--- config.mk ---
export PLATFORM = sky130hd
export DESIGN_NAME = imm_ext_pipe
export DESIGN_NICKNAME = d
export VERILOG_FILES = /design/src/rtl/imm_ext_pipe.sv
export SDC_FILE = /design/constraint.sdc
export NUM_CORES = 1
export LEC_CHECK = 0
export ABC_AREA = 1
export CAP_MARGIN = 20
export CELL_PAD_IN_SITES_DETAIL_PLACEMENT = 1
export CELL_PAD_IN_SITES_GLOBAL_PLACEMENT = 2
export CORE_ASPECT_RATIO = 1.2
export CORE_MARGIN = 2
export CORE_UTILIZATION = 27
export DETAILED_ROUTE_END_ITERATION = 12
export GPL_TIMING_DRIVEN = 0
export PLACE_DENSITY_LB_ADDON = 0.3
export SYNTH_ARGS = -nofsm -noshare
export SYNTH_HDL_FRONTEND = slang
export SYNTH_SLANG_ARGS = --single-unit
--- constraint.sdc ---
create_clock -name clk -period 1.4 [get_ports clk]
set_input_delay 0.42 -clock clk [delete_from_list [all_inputs] [get_ports clk]]
set_output_delay 0.42 -clock clk [all_outputs]
set_load 0.005 [all_outputs]
--- src/rtl/imm_ext_pipe.sv ---
// Pipelined MIPS immediate extension stage with a 2-entry skid buffer and registered in_ready.
// Optional macro IMM_EXT_CNT_EN builds the accepted-output counter on out_count.
//
// state    | meaning
// ST_EMPTY | no item buffered
// ST_ONE   | main register holds the output item
// ST_FULL  | main and skid registers both hold items
module imm_ext_pipe #(
   parameter int IN_W  = 16,
   parameter int OUT_W = 32,
   parameter int TAG_W = 5
) (
   input  logic             clk,
   input  logic             rst_n,
   input  logic             in_valid,
   output logic             in_ready,
   input  logic [IN_W-1:0]  in_imm,
   input  logic [1:0]       in_mode,
   input  logic [TAG_W-1:0] in_tag,
   output logic             out_valid,
   input  logic             out_ready,
   output logic [OUT_W-1:0] out_imm,
   output logic [TAG_W-1:0] out_tag,
   output logic [31:0]      out_count
);

   typedef enum logic [1:0] {ST_EMPTY, ST_ONE, ST_FULL} state_t;

   state_t             state_q, state_d;
   logic               in_ready_q, in_ready_d;
   logic [OUT_W-1:0]   main_imm_q, main_imm_d, skid_imm_q, skid_imm_d;
   logic [TAG_W-1:0]   main_tag_q, main_tag_d, skid_tag_q, skid_tag_d;
   logic [OUT_W-1:0]   zext_imm, sext_imm, ext_imm;
   logic               in_xfer, out_xfer;

   assign zext_imm = {{(OUT_W-IN_W){1'b0}}, in_imm};
   assign sext_imm = {{(OUT_W-IN_W){in_imm[IN_W-1]}}, in_imm};

   // Shifts keep LUI/branch forms legal even when OUT_W == 2*IN_W.
   always_comb begin
      ext_imm = zext_imm;
      case (in_mode)
         2'b00:   ext_imm = zext_imm;
         2'b01:   ext_imm = sext_imm;
         2'b10:   ext_imm = zext_imm << IN_W;
         default: ext_imm = sext_imm << 2;
      endcase
   end

   assign out_valid = (state_q != ST_EMPTY);
   assign in_ready  = in_ready_q;
   assign out_imm   = main_imm_q;
   assign out_tag   = main_tag_q;
   assign in_xfer   = in_valid & in_ready_q;
   assign out_xfer  = out_valid & out_ready;

   always_comb begin
      state_d    = state_q;
      main_imm_d = main_imm_q;
      main_tag_d = main_tag_q;
      skid_imm_d = skid_imm_q;
      skid_tag_d = skid_tag_q;
      case (state_q)
         ST_EMPTY: begin
            if (in_xfer) begin
               main_imm_d = ext_imm;
               main_tag_d = in_tag;
               state_d    = ST_ONE;
            end
         end
         ST_ONE: begin
            if (in_xfer && !out_xfer) begin
               skid_imm_d = ext_imm;
               skid_tag_d = in_tag;
               state_d    = ST_FULL;
            end else if (in_xfer && out_xfer) begin
               main_imm_d = ext_imm;
               main_tag_d = in_tag;
            end else if (out_xfer) begin
               state_d    = ST_EMPTY;
            end
         end
         ST_FULL: begin
            if (out_xfer) begin
               main_imm_d = skid_imm_q;
               main_tag_d = skid_tag_q;
               state_d    = ST_ONE;
            end
         end
         default: state_d = ST_EMPTY;
      endcase
      in_ready_d = (state_d != ST_FULL);
   end

   always_ff @(posedge clk or negedge rst_n) begin
      if (!rst_n) begin
         state_q    <= ST_EMPTY;
         in_ready_q <= 1'b0;
         main_imm_q <= '0;
         main_tag_q <= '0;
         skid_imm_q <= '0;
         skid_tag_q <= '0;
      end else begin
         state_q    <= state_d;
         in_ready_q <= in_ready_d;
         main_imm_q <= main_imm_d;
         main_tag_q <= main_tag_d;
         skid_imm_q <= skid_imm_d;
         skid_tag_q <= skid_tag_d;
      end
   end

`ifdef IMM_EXT_CNT_EN
   logic [31:0] cnt_q, cnt_d;

   assign cnt_d     = out_xfer ? cnt_q + 32'd1 : cnt_q;
   assign out_count = cnt_q;

   always_ff @(posedge clk or negedge rst_n) begin
      if (!rst_n) cnt_q <= '0;
      else        cnt_q <= cnt_d;
   end
`else
   assign out_count = '0;
`endif

endmodule

# After elaboration in Yosys (flattened, before gate mapping)

Index checks and enable logic that the tools add are counted.
W data, S select, Z words.

Bits in writable memories: 0
Logic and storage cells: 43
Input bits: 27
Output and inout port bits: 71
Memories: 0
Bits in registers: 77
Bits in latches: 0
Memory bits (read-only): 0

Muxes and demuxes: 17
Bitwise operators: 2
Div/mod/pow operators: 0
Reductions and logical operators: 9
Add/sub/neg operators: 0
Multipliers: 0
Eq/ne operators: 9
Shift operators: 0
$lt $le $gt $ge: 0

Operators with widths:

| cell                 | number |
|---|---|
| $pmux W32 S3         | 2 |
| $mux W32             | 4 |
| $mux W5              | 4 |
| $pmux W5 S3          | 1 |
| $mux W2              | 5 |
| $ne A2 B2 Y1 const B | 5 |
| $pmux W2 S3          | 1 |
| $reduce_and A5 Y1    | 1 |
| $eq A2 B1 Y1 const B | 2 |
| $eq A2 B2 Y1 const B | 2 |
| $logic_not A2 Y1     | 2 |
| $reduce_bool A3 Y1   | 1 |
| $and A1 B1 Y1        | 2 |
| $logic_and A1 B1 Y1  | 2 |
| $reduce_and A2 Y1    | 1 |
| $reduce_bool A2 Y1   | 1 |
| $logic_not A1 Y1     | 1 |

# Longest topological paths before layout

Word-level depth: 7
Gate-level depth with buffers: 9
Depth with buffers taken out: 7

# Worst setup path before layout

No wires, ideal clock.

Kind: input to register
From: input port in_valid
To: register skid_imm_q[23]
Library setup time: 0.117 ns
Path buffers: 2
Stages on the path: 7
Arrival: 1.110 ns
Slack: 0.173 ns
Required time: 1.283 ns
Path through: nand2_1 -> nor2_1 -> nand3_1 -> buf_4 -> buf_2 -> nand2_1 -> nand2_1

Longest elaborated chain between the ends: 3

RTL lines:

| element                            | line | source |
|---|---|---|
| from (decl)                        | 15   | `input logic in_valid,` |
| $and A1 B1 Y1                      | 54   | `assign in_xfer = in_valid & in_ready_q;` |
| $logic_and A1 B1 Y1                | 72   | `if (in_xfer && !out_xfer) begin` |
| $reduce_and A2 Y1 (no source line) | -    |  |
| to (signal assigned)               | 108  | `skid_imm_q <= skid_imm_d;` |
| to (decl)                          | 31   | `logic [OUT_W-1:0] main_imm_q, main_imm_d, skid_imm_q, skid_imm_d;` |

Every way passes these cells.
A chain may end at the register's enable or synchronous reset.

# Worst setup path after layout

From: register state_q[1]
To: output port out_valid

Longest elaborated chain between the ends: 1

RTL lines:

| element                | line | source |
|---|---|---|
| from (decl)            | 29   | `state_t state_q, state_d;` |
| from (signal assigned) | 104  | `state_q <= state_d;` |
| $reduce_bool A2 Y1     | 50   | `assign out_valid = (state_q != ST_EMPTY);` |
| to (decl)              | 20   | `output logic out_valid,` |

Every way passes these cells.

==> impl_metrics.tcl <==
set metrics [dict create \
    outcome "finished, violations left" \
    violations "negative setup slack" \
    cts-root-buf "clkbuf_16" \
    ys_top_cells_by_area "dfrtp_1, nand2_1, buf_4" \
    leakagePower_nw 3.28 \
    rows 49 \
    crit_type "register to output port" \
    synth_compound_area_share_pct 2.31 \
    worst_setup_path_end_kind "output port" \
    dp.final_hpwl_um 9780 \
    rsz0062_at_grt "true" \
    synthMuxAreaShare_pct 0 \
    antenna_found_initial 0 \
    max_cap_viol_count 0 \
    busiest_layer "met2" \
    fin_ws_ns -0.0415 \
    synthAdderAreaFrac_pct 0 \
    cts.sink_count 77 \
    post-route-period-util_pct 103 \
    pin_count 98 \
    cp_slowest_cell "dfrtp_1" \
    yosysWarnings 0 \
    whs_ns 0.0614 \
    worstMarginPinSlew_ns 0.545 \
    synth-edff-count 0 \
    utilization_pct 39.5 \
    grt_max_degree 41 \
    crit_fanout 2 \
    post-route-min-period_ns 1.44 \
    synth-seq-cells 77 \
    p_int_mw 6.66 \
    grt_pass1_vias 4204 \
    post-synth-top-count-cell "nand2_1" \
    synth_top_cells_by_count "nand2_1, dfrtp_1, buf_4, nor2_1, nand3_1" \
    use_met1_pct 20.9 \
    cp.arrival_ns 1.02 \
    worst_clock_skew_ns 0.00784 \
    synth_top_area_cell "dfrtp_1" \
    cp_cell_sequence "nor2_2 > inv_2 > clkbuf_2" \
    cts_made_buffers 9 \
    p_clk_share_pct 25.3 \
    grtUsageMet3_pct 2.75 \
    netlist.area_leader.share_pct 46.9 \
    required_ns 0.98 \
    dieArea_um2 16200 \
    cts_hold_buf 0 \
    drive_gt1_share_pct 18.9 \
    fin_setup_tns_ns -0.0590 \
    dr.pass1.iters 4 \
    power_frac_comb_pct 37.9 \
    initial_core_util_pct 27.5 \
    setup_viol 2 \
    ys_types 19 \
    cts.clk_slew.worst_paths_ns 0.06 \
    p_seq_share_pct 36.7 \
    wirelength_um 13600 \
    relSlewSlack_pct 63.7 \
    core_um2 15000 \
    grt_pass1_wl_um 21600 \
    drc 0 \
    port_buffers 63 \
    n_antenna_cell 0 \
    finalNetCount 738 \
    synth_top_family_by_area "simple AND/OR/NAND/NOR gates" \
    die_w_um 117 \
    hold_viol 0 \
    synth_ff_type "dfrtp_1" \
    switching_share_pct 33.6 \
    synthSimpleGateAreaFrac_pct 38.2 \
    vias 4034 \
    synth_area_um2 4110 \
    track_usage_pct 17.2 \
    drtIter0Drc 211 \
    cts_htree_levels 3 \
    vias_per_cell 4.38 \
    vdd_drop_max_mv 0.545 \
    antenna_left 0 \
    hp-class "input port to asynchronous set/reset pin" \
    timing.final.max_slew_violations 0 \
    synth.yosys.seq_area_share_pct 46.9 \
    grt_use_met2_pct 30.5 \
    avgSynthCellArea_um2 7.17 \
    max_stage_delay_ns 0.39 \
    place.gp.congestion 0.828 \
    area_growth_pct 43.9 \
    postSynthCellCount 573 \
    die_h_um 139 \
    clock.fmax_mhz 694 \
    cts_buffer_depth 2 \
    grt-ovfl-total 0 \
    clock_latency_ns 0.34 \
    wl_per_cell_um 14.8 \
    power.density_nw_per_um2 1690 \
    setup.worst_path.start_class "register" \
    power.switching_mw 3.37 \
    synth_xor_area_share_pct 0 \
    cts_tree "done" \
    synth-async-reset-ratio_pct 100 \
]
stage by stage:
stage / instance area (µm²) / power, mW / std cells / setup slack (ns)
final: 5920 / 10.0 / 920 / -0.0415
after global routing: 5920 / 10.8 / 920 / -0.113
after CTS: 5750 / 9.84 / 915 / -0.122
after detailed placement: 5130 / 7.03 / 872 / -0.581
after global placement: 5110 / 6.89 / 871 / -2.93
after floorplan: 4230 / 5.28 / 604 / 0.173
per-layer routing:
layer	routed length (µm)	share of wire (%)	vias up
li1	-	-	1976
met1	5540	41	1960
met2	7380	54	80
met3	431	3.2	18
met4	251	1.8	0
met5	0	0	-
cells in the final DEF (no fill, tap or decap), types with 2 or more instances in the layout:
cell type / count
nand2_1: 299
dfrtp_1: 77
buf_4: 64
clkdlybuf4s15_1: 37
nor2_1: 34
conb_1: 32
nand3_1: 29
clkdlybuf4s50_1: 21
inv_1: 15
nand4_1: 15
buf_6: 12
clkbuf_16: 11
buf_2: 9
o21ai_0: 9
o21ai_1: 9
clkbuf_4: 5
inv_2: 4
nand3_4: 3
nand2_8: 3
inv_4: 3
buf_8: 3
nor2_2: 2
nand2_4: 2
inv_6: 2
clkinvlp_4: 2
bufinv_16: 2
clkbuf_1: 2
dlygate4sd2_1: 2
clkbuf_2: 2
worst max-delay path, delay by kind of cell (launching register included):
family | cells | cell delay, ns
simple gates | 1 | 0.13
buf+inv | 2 | 0.17
flops | 1 | 0.39
power by group through the flow:
stage	clock network, mW	registers, mW	logic (mW)
floorplan	0	3.68	1.61
global placement	0	3.68	3.21
detailed placement	0	3.73	3.29
CTS	2.60	3.68	3.56
global route	2.70	3.81	4.28
finish	2.54	3.68	3.80
final timing paths:
kind / start / slack [ns] / depth (start not counted) / endpoint
min reg2reg: out_imm[29] / 0.48 / 2 / out_imm[29]
max in group asynchronous: rst_n / 0.73 / 2 / skid_tag_q[1]
min: rst_n / 0.06 / 1 / out_imm[15]
max: state_q[1] / -0.04 / 3 / out_valid
min in group clk: out_imm[29] / 0.48 / 2 / out_imm[29]
max reg2reg: state_q[1] / -0.01 / 9 / out_imm[25]
what timing repair did:
| item | 4_1_cts | 5_1_grt |
|---|---|---|
| pin swaps | 2 | 6 |
| endpoints found under the setup margin | 106 | 78 |
| gates cloned | 1 | 3 |
| setup buffers | 26 | 2 |
| endpoints found under the hold margin | 0 | 0 |
| gates resized for setup | 111 | 38 |
flip-flops by register name (all words and copies together), names as in the netlist:
name,count
state_q,2
skid_tag_q,5
out_tag,5
out_imm,32
in_ready,1
skid_imm_q,32
cell type report:
type                       instances  area, µm²
fill                            1898       9040
timing repair buffer              95        911
clock inverter                     5       83.8
buffer                            64        524
tap                              204        255
inverter                          23       98.8
multi-input combinational        441       1880
clock buffer                      11        233
sequential                        77       1930
logic make-up after synthesis:
logic type | count (synthesis)
compound gates | 19
simple gates | 389
other cells | 1
buf+inv | 87
flops | 77
No activity file was read; power rests on OpenSTA's default activity.
==> edit, RTL diff (same flow settings) <==
Build with the macro `IMM_EXT_CNT_EN` defined.
--- a/src/rtl/imm_ext_pipe.sv
+++ b/src/rtl/imm_ext_pipe.sv
@@ -6,4 +6,6 @@
 // ST_ONE   | main register holds the output item
 // ST_FULL  | main and skid registers both hold items
+`define IMM_EXT_CNT_EN
+
 module imm_ext_pipe #(
    parameter int IN_W  = 16,
Check against the original RTL: not equivalent (a bounded check fails within 4 cycles, from zero or initial values and one cycle with rst_n low).
==> edit against the unedited design <==
The run still ends with negative setup slack left. Sequential share of layout area fell by 0.15 points. Sequential cell count grew 32. Area after synthesis rose by 29%. Final area up 43%. Setup slack got worse by 130 ps. Total power is 54% higher. Combinational power increased by 100%. Die area up 28%. Routed wire length rose by 45%. First-iteration DRC count increased by 29%. Via count up 34%. Critical endpoint is now out_imm[16]$_DFFE_PN0P_. Largest power group unchanged.
==> edit: results (changes against the unedited design) <==
The arrival time of data at the critical path endpoint was 1830 ps (+810 ps); the share of cells above drive strength 1 was 42.0% (+23 points). The run gives 715 µV (+31%) as the maximum VDD drop. The post-placement worst setup slack was -817 ps (-236 ps); the sequential share of power was 31.9% (-4.8 points). By count the netlist is led by 213 x nand2_1, 109 x dfrtp_1, 68 x inv_1. The logs give 1,029 (+18%) for the cell count after placement and 12.8 ps (-48.6 ps) for the final hold slack.

Sorting the synthesized cells by area gives the leading types as dfrtp_1 51%, nand2_1 15%, inv_1 4.8%, a21oi_1 4.4%, nor2_1 4.0%. The share of power burned in the clock network came out at 17.8% (-7.5 points). The maximum fanout along the worst path was 7 (+5). The tools report the wire length on met2 as 10,600 µm (+43%).

The pin slew with the least headroom to its limit works out to 563 ps (+18.5 ps). Half-perimeter wire length after detailed placement: 12,700 µm (+29%). The critical path's slowest cell was clkdlybuf4s50_1.

The final worst setup slack is -170 ps (-128 ps). The met2 capacity usage during global routing is 34.4% (+3.8 points), and the post-CTS setup buffer count is 66 (+150%). The final reports fail on negative setup slack.

In this run the worst setup path begins at in_valid. The logs give 5,741 (+37%) for the via count of the first global-routing pass and 0.00665 mm² (+30%) for the instance area after placement. The logs give 103 (+101) for the total of endpoints with negative setup slack in the final report and 8150 µm (+47%) for the post-route met1 wirelength.

Endpoint of the worst register-to-register path: out_count[28]$_DFFE_PN0P_. The run finished, with violations left. The met3 layer usage reported by global route was 3.65% (+0.90 points). The largest incremental delay on the critical path is 510 ps (+120 ps), and the clock slew seen by the registers of the worst setup and hold paths is 80 ps (+20 ps). The logs give 4.92 mW (+34%) for the sequential power and 56 (+37%) for the pin count of the biggest net entering global routing. Setup TNS after final layout: -8570 ps (-8510 ps). The run gives 51.3% (+4.4 points) as the sequential fraction of the synthesis area. The tools report the worst-case register-to-register setup slack as -140 ps (-130 ps).

The tools report the clock latency on the worst-skew pair as 360 ps (+20 ps). The via count of the routed design was 5,401 (+34%). The cell family contributing the most delay on the critical path is buffers and inverters. For the wire length of the first global-routing pass, the log shows 30,400 µm (+41%). The logs give 19,800 µm (+45%) for the wire length after detailed routing and 709 µm (+65%) for the routed length on met3. The sequential cell area in the final layout was 0.00274 mm² (+42%).
edit: cell families (layout without fill, tap and decap cells):
logic type	after synthesis	in the layout	share of synthesized area [%]
and+or+nand+nor	326	328	26.1
AOI/OAI and AO/OA	117	117	11.7
DFF	109	109	51.3
buffers and inverters	102	315	8.32
xor gates and xnor gates	15	15	2.47
adders and majority gates	1	1	0.235
edit: cell type report:
type | instances | area share [%]
Multi-Input combinational cell | 461 | 33.6
Sequential cell | 109 | 32.4
Timing Repair Buffer | 197 | 18.9
Tap cell | 261 | 3.87
Buffer | 26 | 3.76
Inverter | 76 | 3.76
Clock buffer | 9 | 2.67
Clock inverter | 7 | 0.963
edit: worst reg2reg max path: cells and delay by family (launching register included):
family | cells | cell delay [ps]
adder cells (fa/ha/maj) | 1 | 150
buffers and inverters | 1 | 130
flip-flops | 1 | 370
AND/OR/NAND/NOR | 7 | 780
